<file path="src/rtl/dir_input_conditioner.sv">
// dir_input_conditioner: conditions the four active-low direction buttons for the motion logic.
// Each button is synchronised and debounced. Conflicting presses are flagged. The block emits
// rate-limited one-clock step strobes, one bit per direction.
// Optional feature: define DIR_COND_ACCEL_EN to double the repeat rate after a long hold.
module dir_input_conditioner #(
   parameter int unsigned DEBOUNCE_CYCLES = 500000,
   parameter int unsigned TICK_DIV        = 1250000
`ifdef DIR_COND_ACCEL_EN
   ,
   parameter int unsigned ACCEL_HOLD      = 8
`endif
) (
   input  logic       clk,
   input  logic       reset_n,
   input  logic [3:0] gpio,
   output logic [3:0] dir,
   output logic [3:0] step,
   output logic       conflict,
   output logic       err_latch,
   output logic [7:0] press_cnt
);

   localparam int unsigned DbW = (DEBOUNCE_CYCLES > 2) ? $clog2(DEBOUNCE_CYCLES) : 1;
   localparam int unsigned TkW = (TICK_DIV > 2) ? $clog2(TICK_DIV) : 1;
   localparam logic [DbW-1:0] DbLast = DbW'(DEBOUNCE_CYCLES - 1);
   localparam logic [TkW-1:0] TkLast = TkW'(TICK_DIV - 1);

   typedef enum logic [1:0] {StIdle, StHeld, StBlock} state_e;

   logic [3:0]     sync1_q, sync2_q;
   logic [3:0]     pressed;
   logic [DbW-1:0] db_cnt_q [4];
   logic [3:0]     dir_q;
   logic [TkW-1:0] tick_q;
   state_e         state_q;
   logic [3:0]     held_dir_q;
   logic [3:0]     step_q;
   logic           conflict_q;
   logic           err_q;
   logic [7:0]     cnt_q;
   logic           one_hot, multi, new_press, tick, fire;

   // Two-flop synchroniser; released buttons read as 1, so reset to all-ones.
   always_ff @(posedge clk or negedge reset_n) begin
      if (!reset_n) begin
         sync1_q <= 4'b1111;
         sync2_q <= 4'b1111;
      end else begin
         sync1_q <= gpio;
         sync2_q <= sync1_q;
      end
   end

   assign pressed = ~sync2_q;

   // Per-bit debounce: a level change is accepted only after it has stayed stable long enough.
   always_ff @(posedge clk or negedge reset_n) begin
      if (!reset_n) begin
         dir_q <= 4'b0000;
         for (int i = 0; i < 4; i++) db_cnt_q[i] <= '0;
      end else begin
         for (int i = 0; i < 4; i++) begin
            if (pressed[i] == dir_q[i]) begin
               db_cnt_q[i] <= '0;
            end else if (db_cnt_q[i] == DbLast) begin
               dir_q[i]    <= ~dir_q[i];
               db_cnt_q[i] <= '0;
            end else begin
               db_cnt_q[i] <= db_cnt_q[i] + 1'b1;
            end
         end
      end
   end

   assign one_hot   = (dir_q != 4'b0000) && ((dir_q & (dir_q - 4'd1)) == 4'b0000);
   assign multi     = (dir_q != 4'b0000) && !one_hot;
   // A press is a one-hot level that the FSM is not already holding (covers direct swaps).
   assign new_press = one_hot && ((state_q != StHeld) || (dir_q != held_dir_q));
   assign tick      = (tick_q == TkLast);

   // Repeat tick counter; restarts on each press so the first repeat is a full period later.
   always_ff @(posedge clk or negedge reset_n) begin
      if (!reset_n) begin
         tick_q <= '0;
      end else if (new_press || tick) begin
         tick_q <= '0;
      end else begin
         tick_q <= tick_q + 1'b1;
      end
   end

`ifdef DIR_COND_ACCEL_EN
   localparam int unsigned HoW = (ACCEL_HOLD > 1) ? $clog2(ACCEL_HOLD + 1) : 1;
   localparam logic [HoW-1:0] HoMax  = HoW'(ACCEL_HOLD);
   localparam logic [TkW-1:0] TkHalf = TkW'(TICK_DIV / 2 - 1);

   logic [HoW-1:0] hold_q;

   // Counts repeat ticks of an unbroken hold in one direction, saturating at the accel threshold.
   always_ff @(posedge clk or negedge reset_n) begin
      if (!reset_n) begin
         hold_q <= '0;
      end else if (!one_hot || new_press) begin
         hold_q <= '0;
      end else if (tick && (hold_q != HoMax)) begin
         hold_q <= hold_q + 1'b1;
      end
   end

   // Once accelerated, an extra strobe lands halfway through each tick period.
   assign fire = tick || ((hold_q == HoMax) && (tick_q == TkHalf));
`else
   assign fire = tick;
`endif

   // Step FSM with registered outputs: strobe on press and on repeat, block on conflicts.
   always_ff @(posedge clk or negedge reset_n) begin
      if (!reset_n) begin
         state_q    <= StIdle;
         held_dir_q <= 4'b0000;
         step_q     <= 4'b0000;
         conflict_q <= 1'b0;
         err_q      <= 1'b0;
         cnt_q      <= 8'd0;
      end else begin
         step_q     <= 4'b0000;
         conflict_q <= multi;
         if (dir_q == 4'b0000) begin
            state_q    <= StIdle;
            held_dir_q <= 4'b0000;
            err_q      <= 1'b0;
         end else if (multi) begin
            state_q    <= StBlock;
            held_dir_q <= 4'b0000;
            err_q      <= 1'b1;
         end else if (new_press) begin
            state_q    <= StHeld;
            held_dir_q <= dir_q;
            step_q     <= dir_q;
            cnt_q      <= cnt_q + 8'd1;
         end else if (fire) begin
            step_q     <= dir_q;
         end
      end
   end

   assign dir       = dir_q;
   assign step      = step_q;
   assign conflict  = conflict_q;
   assign err_latch = err_q;
   assign press_cnt = cnt_q;

endmodule

</file>
<file path="config.mk">
export PLATFORM = sky130hd
export DESIGN_NAME = dir_input_conditioner
export DESIGN_NICKNAME = d
export VERILOG_FILES = /design/src/rtl/dir_input_conditioner.sv
export SDC_FILE = /design/constraint.sdc
export NUM_CORES = 1
export LEC_CHECK = 0
export CORE_UTILIZATION = 60
export CTS_CLUSTER_SIZE = 16
export DETAILED_ROUTE_END_ITERATION = 10
export PLACE_DENSITY = 0.78
export SYNTH_ARGS = -nofsm -noshare
export SYNTH_HDL_FRONTEND = slang
export SYNTH_SLANG_ARGS = --single-unit
</file>
<file path="constraint.sdc">
create_clock -name clk -period 3.7 [get_ports clk]
set_input_delay 0.74 -clock clk [delete_from_list [all_inputs] [get_ports clk]]
set_output_delay 0.74 -clock clk [all_outputs]
set_load 0.02 [all_outputs]
</file>
# == After elaboration in Yosys (flattened, before gate mapping) ==
# Index checks and enable logic that the tools add are counted.
# W data, S select, Z words.
# op_classes
n_eq_ne,11
bitwise,12
div_mod_pow,0
mux,21
n_lt_le_gt_ge,0
multipliers,0
add_sub_neg,7
reduce_logical,16
n_shift,0
# ops
operator,n
$mux W19,8
$add A19 B1 Y19 const B,4
$eq A19 B19 Y1 const B,4
$mux W4,7
$add A21 B1 Y21 const B,1
$eq A21 B21 Y1 const B,1
$mux W21,1
$not A1 Y1,10
$add A8 B1 Y8 const B,1
$logic_not A4 Y1,2
$reduce_and A2 Y1,4
$mux W2,3
$and A4 B4 Y4,1
$eq A1 B1 Y1,4
$ne A4 B4 Y1,1
$not A4 Y4,1
$reduce_bool A4 Y1,1
$sub A4 B1 Y4 const B,1
$logic_and A1 B1 Y1,3
$reduce_and A3 Y1,1
$reduce_bool A3 Y1,1
$logic_or A1 B1 Y1,2
$mux W1,2
$ne A2 B1 Y1 const B,1
2 further kinds,2
# totals
rom_bits,0
mem_count,0
latch_bits,0
output_inout_bits,18
mem_bits_rw,0
input_bits,6
register_bits,129

# == Depth between registers and ports, before layout ==
# Gate-level depths: netlist (run 1).
# logic_depth
word_depth,8
ltp_mapped,8
depth_no_buf,6

# == Least setup slack after synthesis (run 1) ==
# No wires, ideal clock.
# synth_timing
path_type,flip-flop to flip-flop
start,"register dir_q[3], in the netlist dir[3]"
end,register tick_q[13]
arrival_time_ns,1.923
synth_period_minus_slack_ns,2.042
setup_time_ns,0.119
path_buffers,3
stages_incl_launch_ff,9
t_required_ns,3.581
slack_ns,1.658
cell_sequence,dfrtp_1 buf_4 or4b_1 o311ai_1 o41a_1 buf_4 o21bai_4 buf_6 nor2_1
# synth_via
elab_chain_cells,7
# synth_rtl
element,line_no,text
"start, declared",33,logic [3:0] dir_q;
"start signal, assigned by index",66,dir_q[i] <= ~dir_q[i];
$sub A4 B1 Y4,75,assign one_hot = (dir_q != 4'b0000) && ((dir_q & (dir_q - 4'd1)) == 4'b0000);
$and A4 B4 Y4,75,
$logic_not A4 Y1,75,
$logic_and A1 B1 Y1,75,
$logic_and A1 B1 Y1 *,78,assign new_press = one_hot && ((state_q != StHeld) || (dir_q != held_dir_q));
$logic_or A1 B1 Y1 *,85,end else if (new_press || tick) begin
$mux W21 *,85,
"end signal, assigned",88,tick_q <= tick_q + 1'b1;
"end, declared",34,logic [TkW-1:0] tick_q;
# Every way passes the cells marked *; elsewhere a longest branch is shown, timed or not.
# A chain may end at the register's enable or synchronous reset.

# == Worst setup path in the final report (run 1) ==
# layout_timing
start,"register dir_q[2], in the netlist dir[2]"
end,output port dir[2]
# layout_lines
element,line_no,text
"end, declared",16,"output logic [3:0] dir,"
# No word-level cell between the ends.

==> metrics.yaml, run 1 <==
setup_path:
  required_ns: 2.96
  r2r_setup_slack_ns: 1.40
  cp_data_arrival_time_ns: 1.77
  cp-start-kind: "register"
  path_buf_inv: 1
  crit_fanout: 10
  crit_path_end_kind: "output pin"
  r2r_start: "dir[3]"
  critPathSlowestCell: "clkdlybuf4s50_1"
  cp.depth: 1
  cp_top_family: "buffers and inverters"
  startpoint: "dir[2]"
  crit_type: "reg2out"
  r2r_cells: 5
  cp_cell_sequence: "clkdlybuf4s50_1"
  slowest_delay_ns: 0.72
floorplanning:
  die_h_um: 101
  rows: 35
  io_pins: 24
  fp.dieArea_um2: 10300
  initial_utilization: 0.631
  core_um2: 9370
  die_w_um: 101
run_status:
  status: "complete, no violations"
power_and_ir_drop:
  ir_drop_mv: 0.417
  powerDensity_nw_per_um2: 468
  combPwrFrac: 0.022
  power.total_mw: 3.20
  swShare: 0.205
  clkPwrFrac: 0.526
  p_int_mw: 2.54
  p_seq_frac: 0.452
  cellLeakagePower_nw: 3.00
  p_sw_mw: 0.654
clock_tree:
  ctsLongestPathBuffers: 2
  cts_hold_buf: 0
  cts.sinks: 129
  htree_levels: 4
  cts_buffers: 17
  post_cts_buffers: 0
  path_clk_slew_ns: 0.06
  cts_tree: "yes"
  root_buffer: "clkbuf_8"
  clkLatencyLatePin_ns: 0.51
  cts_resized: 0
global_routing:
  grt_pass1_wl_um: 19300
  antenna_found_initial: 0
  grt_max_degree: 130
  gr-total-overflow: 0
  grt_pass1_vias: 4071
  grt_usage: 0.247
sta:
  holdWs_ns: 0.299
  hold_violations: 0
  post-route-min-period_ns: 2.51
  setup-tns-final_ns: 0
  worst_slack_ns: 1.19
  slew_headroom: 0.470
  finalSetupViolations: 0
  fin_crit_sh: 0.679
  worst_slew_pin_slew_ns: 0.788
  fmax_mhz: 398
  rsz0062_at_grt: "no"
  slew_violations: 0
  finClkSkew_ns: 0.00635
final_layout:
  antenna_cells: 0
  layout_common_cells: "nor2_1, dfrtp_1, xor2_1, xnor2_1, nand3_1"
  design_area_um2: 6840
  nets: 613
  syn_to_final_growth_pct: 15.7
  drive_above_1_share: 0.0684
  post-route-util: 0.730
  stdcell_count: 743
place:
  place_area_um2: 6230
  dp_hpwl_um: 6820
  dp_slack_ns: 1.40
  numPortBuffers: 23
  place_congestion: 0.808
  dp.cells: 711
yosys:
  syn_area_per_cell_um2: 10.3
  syn_nets: 584
  syn-cell-area_um2: 5910
  yosysUniqueCellTypes: 38
  seq_area_frac_synth: 0.548
  synth_warnings: 0
  synth-seq-cells: 129
  synth_cells: 572
detailed_routing:
  wire_per_inst_um: 14.9
  route.detailed.drc: 0
  vias: 4049
  drt_wl_total_um: 11000
  first_iter_violations: 196
  drtPass1Iterations: 4
  ant_nets: 0
  drt-vias-per-instance: 5.45
flow_run:
  maxCapViolations: 0
hold_path:
  worstHoldPathType: "in2async"
==> per-layer routing <==
layer / global-route usage / routed length [um] / vias to the layer above
met3: 0.0635 / 373 / 17
li1: - / - / 1981
met5: 0 / 0 / -
met2: 0.413 / 5580 / 66
met1: 0.318 / 4900 / 1985
met4: 0.0780 / 187 / 0
==> cells in the mapped netlist (all sizes together) <==
library cell  number  area (um2)
o41a               1        11.3
a21oi              3        15.0
and4               8        70.1
nand2             30         113
dfrtp            121        3030
inv               17        63.8
or3                1        6.26
nand4b             1        8.76
clkbuf             4        15.0
buf               10        70.1
ha                 6        75.1
nor3              13        65.1
xor2              61         534
nand3             36         180
mux2               1        11.3
nor4               8        50.1
and2               7        43.8
and4b              1        10.0
a2bb2oi            1        8.76
o21bai             1        18.8
or2                4        25.0
nor4bb             1        10.0
nand4             34         213
xnor2             42         368
mux2i              3        30.0
or4b               2        20.0
maj3               2        20.0
nor2             121         454
o311ai             1        8.76
dfstp              8         210
nor4b              4        35.0
nor2b              3        18.8
nand3b             1        7.51
o21ai              1        5.00
and3              14        87.6
==> layout make-up <==
| type | instances | area, um2 |
|---|---|---|
| fillers | 650 | 2530 |
| flip-flops and latches | 129 | 3240 |
| well taps | 129 | 161 |
| clock buffers | 23 | 477 |
| repair buffers | 24 | 248 |
| clock inverters | 9 | 129 |
| inverters | 17 | 63.8 |
| multi-input cells | 412 | 2520 |
==> power groups by stage <==
stage          Clock, mW  Sequential (mW)  Combinational [mW]
3_5_place_dp           0             1.47              0.0712
6_report            1.68             1.45              0.0696
5_1_grt             1.77             1.45              0.0819
2_1_floorplan          0             1.47              0.0310
3_3_place_gp           0             1.47              0.0682
4_1_cts             1.71             1.45              0.0724
==> sequential cells by signal, summed over array words and instances (netlist names) <==
signal,count
err_latch,1
dir,4
press_cnt,8
held_dir_q,4
sync1_q,4
step,4
db_cnt_q,76
conflict,1
sync2_q,4
state_q,2
tick_q,21
==> final timing paths <==
kind	to
max in group asynchronous	db_cnt_q[73]
setup / recovery	dir[2]
hold / removal	db_cnt_q[48]
hold reg to reg	sync2_q[2]
setup reg to reg	step[0]
min in group clk	sync2_q[2]
==> logic make-up after synthesis <==
group / synth area share
DFF: 0.548
AOI/OAI and AO/OA: 0.0114
buffers and inverters: 0.0252
xor gates and xnor gates: 0.153
and+or+nand+nor: 0.240
adders and majority gates: 0.0161
muxes: 0.00699
(Power assumes the default switching activity.)
==> run 2, diff against run 1 <==
clock period = 2.35 ns   (was 3.7 ns; I/O delays follow)
==> run 2 against run 1 <==
Net effect: highest routed layer unchanged; count of clock-buffer cells in the layout down 5; sequential power up 57%; first-iteration DRC count shrank 15%; clock power is 67% higher; final cell count is 1.7% higher.
==> metrics.yaml, run 2 (synthesized netlist as in run 1, its figures left out) <==
place:
  dp_hpwl_um: 7370
  dp_slack_ns: 0.259
  place_congestion: 0.837
  numPortBuffers: 23
  dp.cells: 723
flow_run:
  maxCapViolations: 0
clock_tree:
  clkLatencyLatePin_ns: 0.52
  cts.sinks: 129
  root_buffer: "clkbuf_8"
  path_clk_slew_ns: 0.06
  ctsLongestPathBuffers: 2
  cts_resized: 0
  cts_hold_buf: 1
  post_cts_buffers: 0
  cts_tree: "yes"
  cts_buffers: 17
  htree_levels: 4
setup_path:
  path_buf_inv: 2
  crit_path_end_kind: "output pin"
  cp_cell_sequence: "buf_4 > clkdlybuf4s50_1"
  cp_top_family: "buffers and inverters"
  required_ns: 1.88
  crit_fanout: 8
  cp_data_arrival_time_ns: 1.77
  critPathSlowestCell: "clkdlybuf4s50_1"
  crit_type: "reg2out"
  cp-start-kind: "register"
  slowest_delay_ns: 0.63
power_and_ir_drop:
  powerDensity_nw_per_um2: 746
  swShare: 0.207
  p_sw_mw: 1.08
  ir_drop_mv: 0.825
  p_seq_frac: 0.438
  combPwrFrac: 0.023
  cellLeakagePower_nw: 3.07
  p_int_mw: 4.12
  clkPwrFrac: 0.539
detailed_routing:
  drt_wl_total_um: 11500
  wire_per_inst_um: 15.3
  drt-vias-per-instance: 5.49
  drtPass1Iterations: 4
  ant_nets: 0
  first_iter_violations: 166
  route.detailed.drc: 0
  vias: 4149
floorplanning:
  fp.dieArea_um2: 10300
  rows: 35
  core_um2: 9370
  initial_utilization: 0.631
  die_h_um: 101
  io_pins: 24
  die_w_um: 101
sta:
  post-route-min-period_ns: 2.24
  hold_violations: 0
  worst_slew_pin_slew_ns: 0.704
  fmax_mhz: 446
  setup-tns-final_ns: 0
  fin_crit_sh: 0.954
  slew_violations: 0
  slew_headroom: 0.527
  rsz0062_at_grt: "no"
  holdWs_ns: 0.352
  finClkSkew_ns: 0.00753
  worst_slack_ns: 0.109
  finalSetupViolations: 0
final_layout:
  regMostFlops: "db_cnt_q"
  nets: 626
  drive_above_1_share: 0.0877
  antenna_cells: 0
  stdcell_count: 756
  syn_to_final_growth_pct: 17.8
  layout_common_cells: "nor2_1, dfrtp_1, xor2_1, xnor2_1, nand3_1"
  post-route-util: 0.743
  largest_reg_flops: 76
global_routing:
  grt_pass1_wl_um: 19600
  gr-total-overflow: 0
  grt_util_met1: 0.306
  use_met2: 0.430
  grt_pass1_vias: 4245
  grt_usage: 0.250
  antenna_found_initial: 0
  gr-usage-met3: 0.0607
  grt_busiest_layer: "met2"
  grt_max_degree: 45
run_status:
  status: "complete, no violations"
hold_path:
  worstHoldPathType: "in2reg"
==> run 2: cell types whose count changed in the layout (fill, tap and decap cells not counted), sizes merged <==
cell / delta
bufinv: +2
dlygate4sd3: +1
buf: +12
clkinvlp: +2
clkbuf: -5
inv: +2
clkinv: -1
==> run 2: layout make-up <==
type / count / area (um2)
repair buffers: 37 / 348
clock buffers: 18 / 418
well taps: 129 / 161
flip-flops and latches: 129 / 3240
multi-input cells: 412 / 2520
fillers: 659 / 2410
clock inverters: 14 / 213
inverters: 17 / 63.8
==> run 2: path summary, 6_finish.rpt <==
check	start	to	slack, ns	cells past startpoint
setup / recovery	dir[3]	dir[3]	0.11	2
hold / removal	gpio[1]	sync1_q[1]	0.35	1
setup reg to reg	dir[0]	step[0]	0.24	6
hold reg to reg	sync1_q[3]	sync2_q[3]	0.36	0
max in group asynchronous	reset_n	db_cnt_q[29]	1.07	3
min in group asynchronous	reset_n	db_cnt_q[54]	0.49	2
==> run 2: metrics by stage <==
step	power [mW]	instance area, um2
after CTS	5.23	6970
after detailed placement	2.43	6320
after global placement	2.43	6320
after global routing	5.35	6970
after floorplan	2.36	5910
final	5.19	6970
==> run 2: routing by layer <==
layer | vias up | wire [um]
li1 | 2008 | -
met1 | 2053 | 5070
met2 | 66 | 5840
met3 | 22 | 384
met4 | 0 | 238
met5 | - | 0
==> run 2: power by group through the flow <==
stage	Sequential, mW	Combinational [mW]	Clock (mW)
floorplan	2.31	0.0488	0
global placement	2.31	0.114	0
detailed placement	2.31	0.119	0
CTS	2.27	0.122	2.84
global route	2.28	0.137	2.93
finish	2.27	0.118	2.80
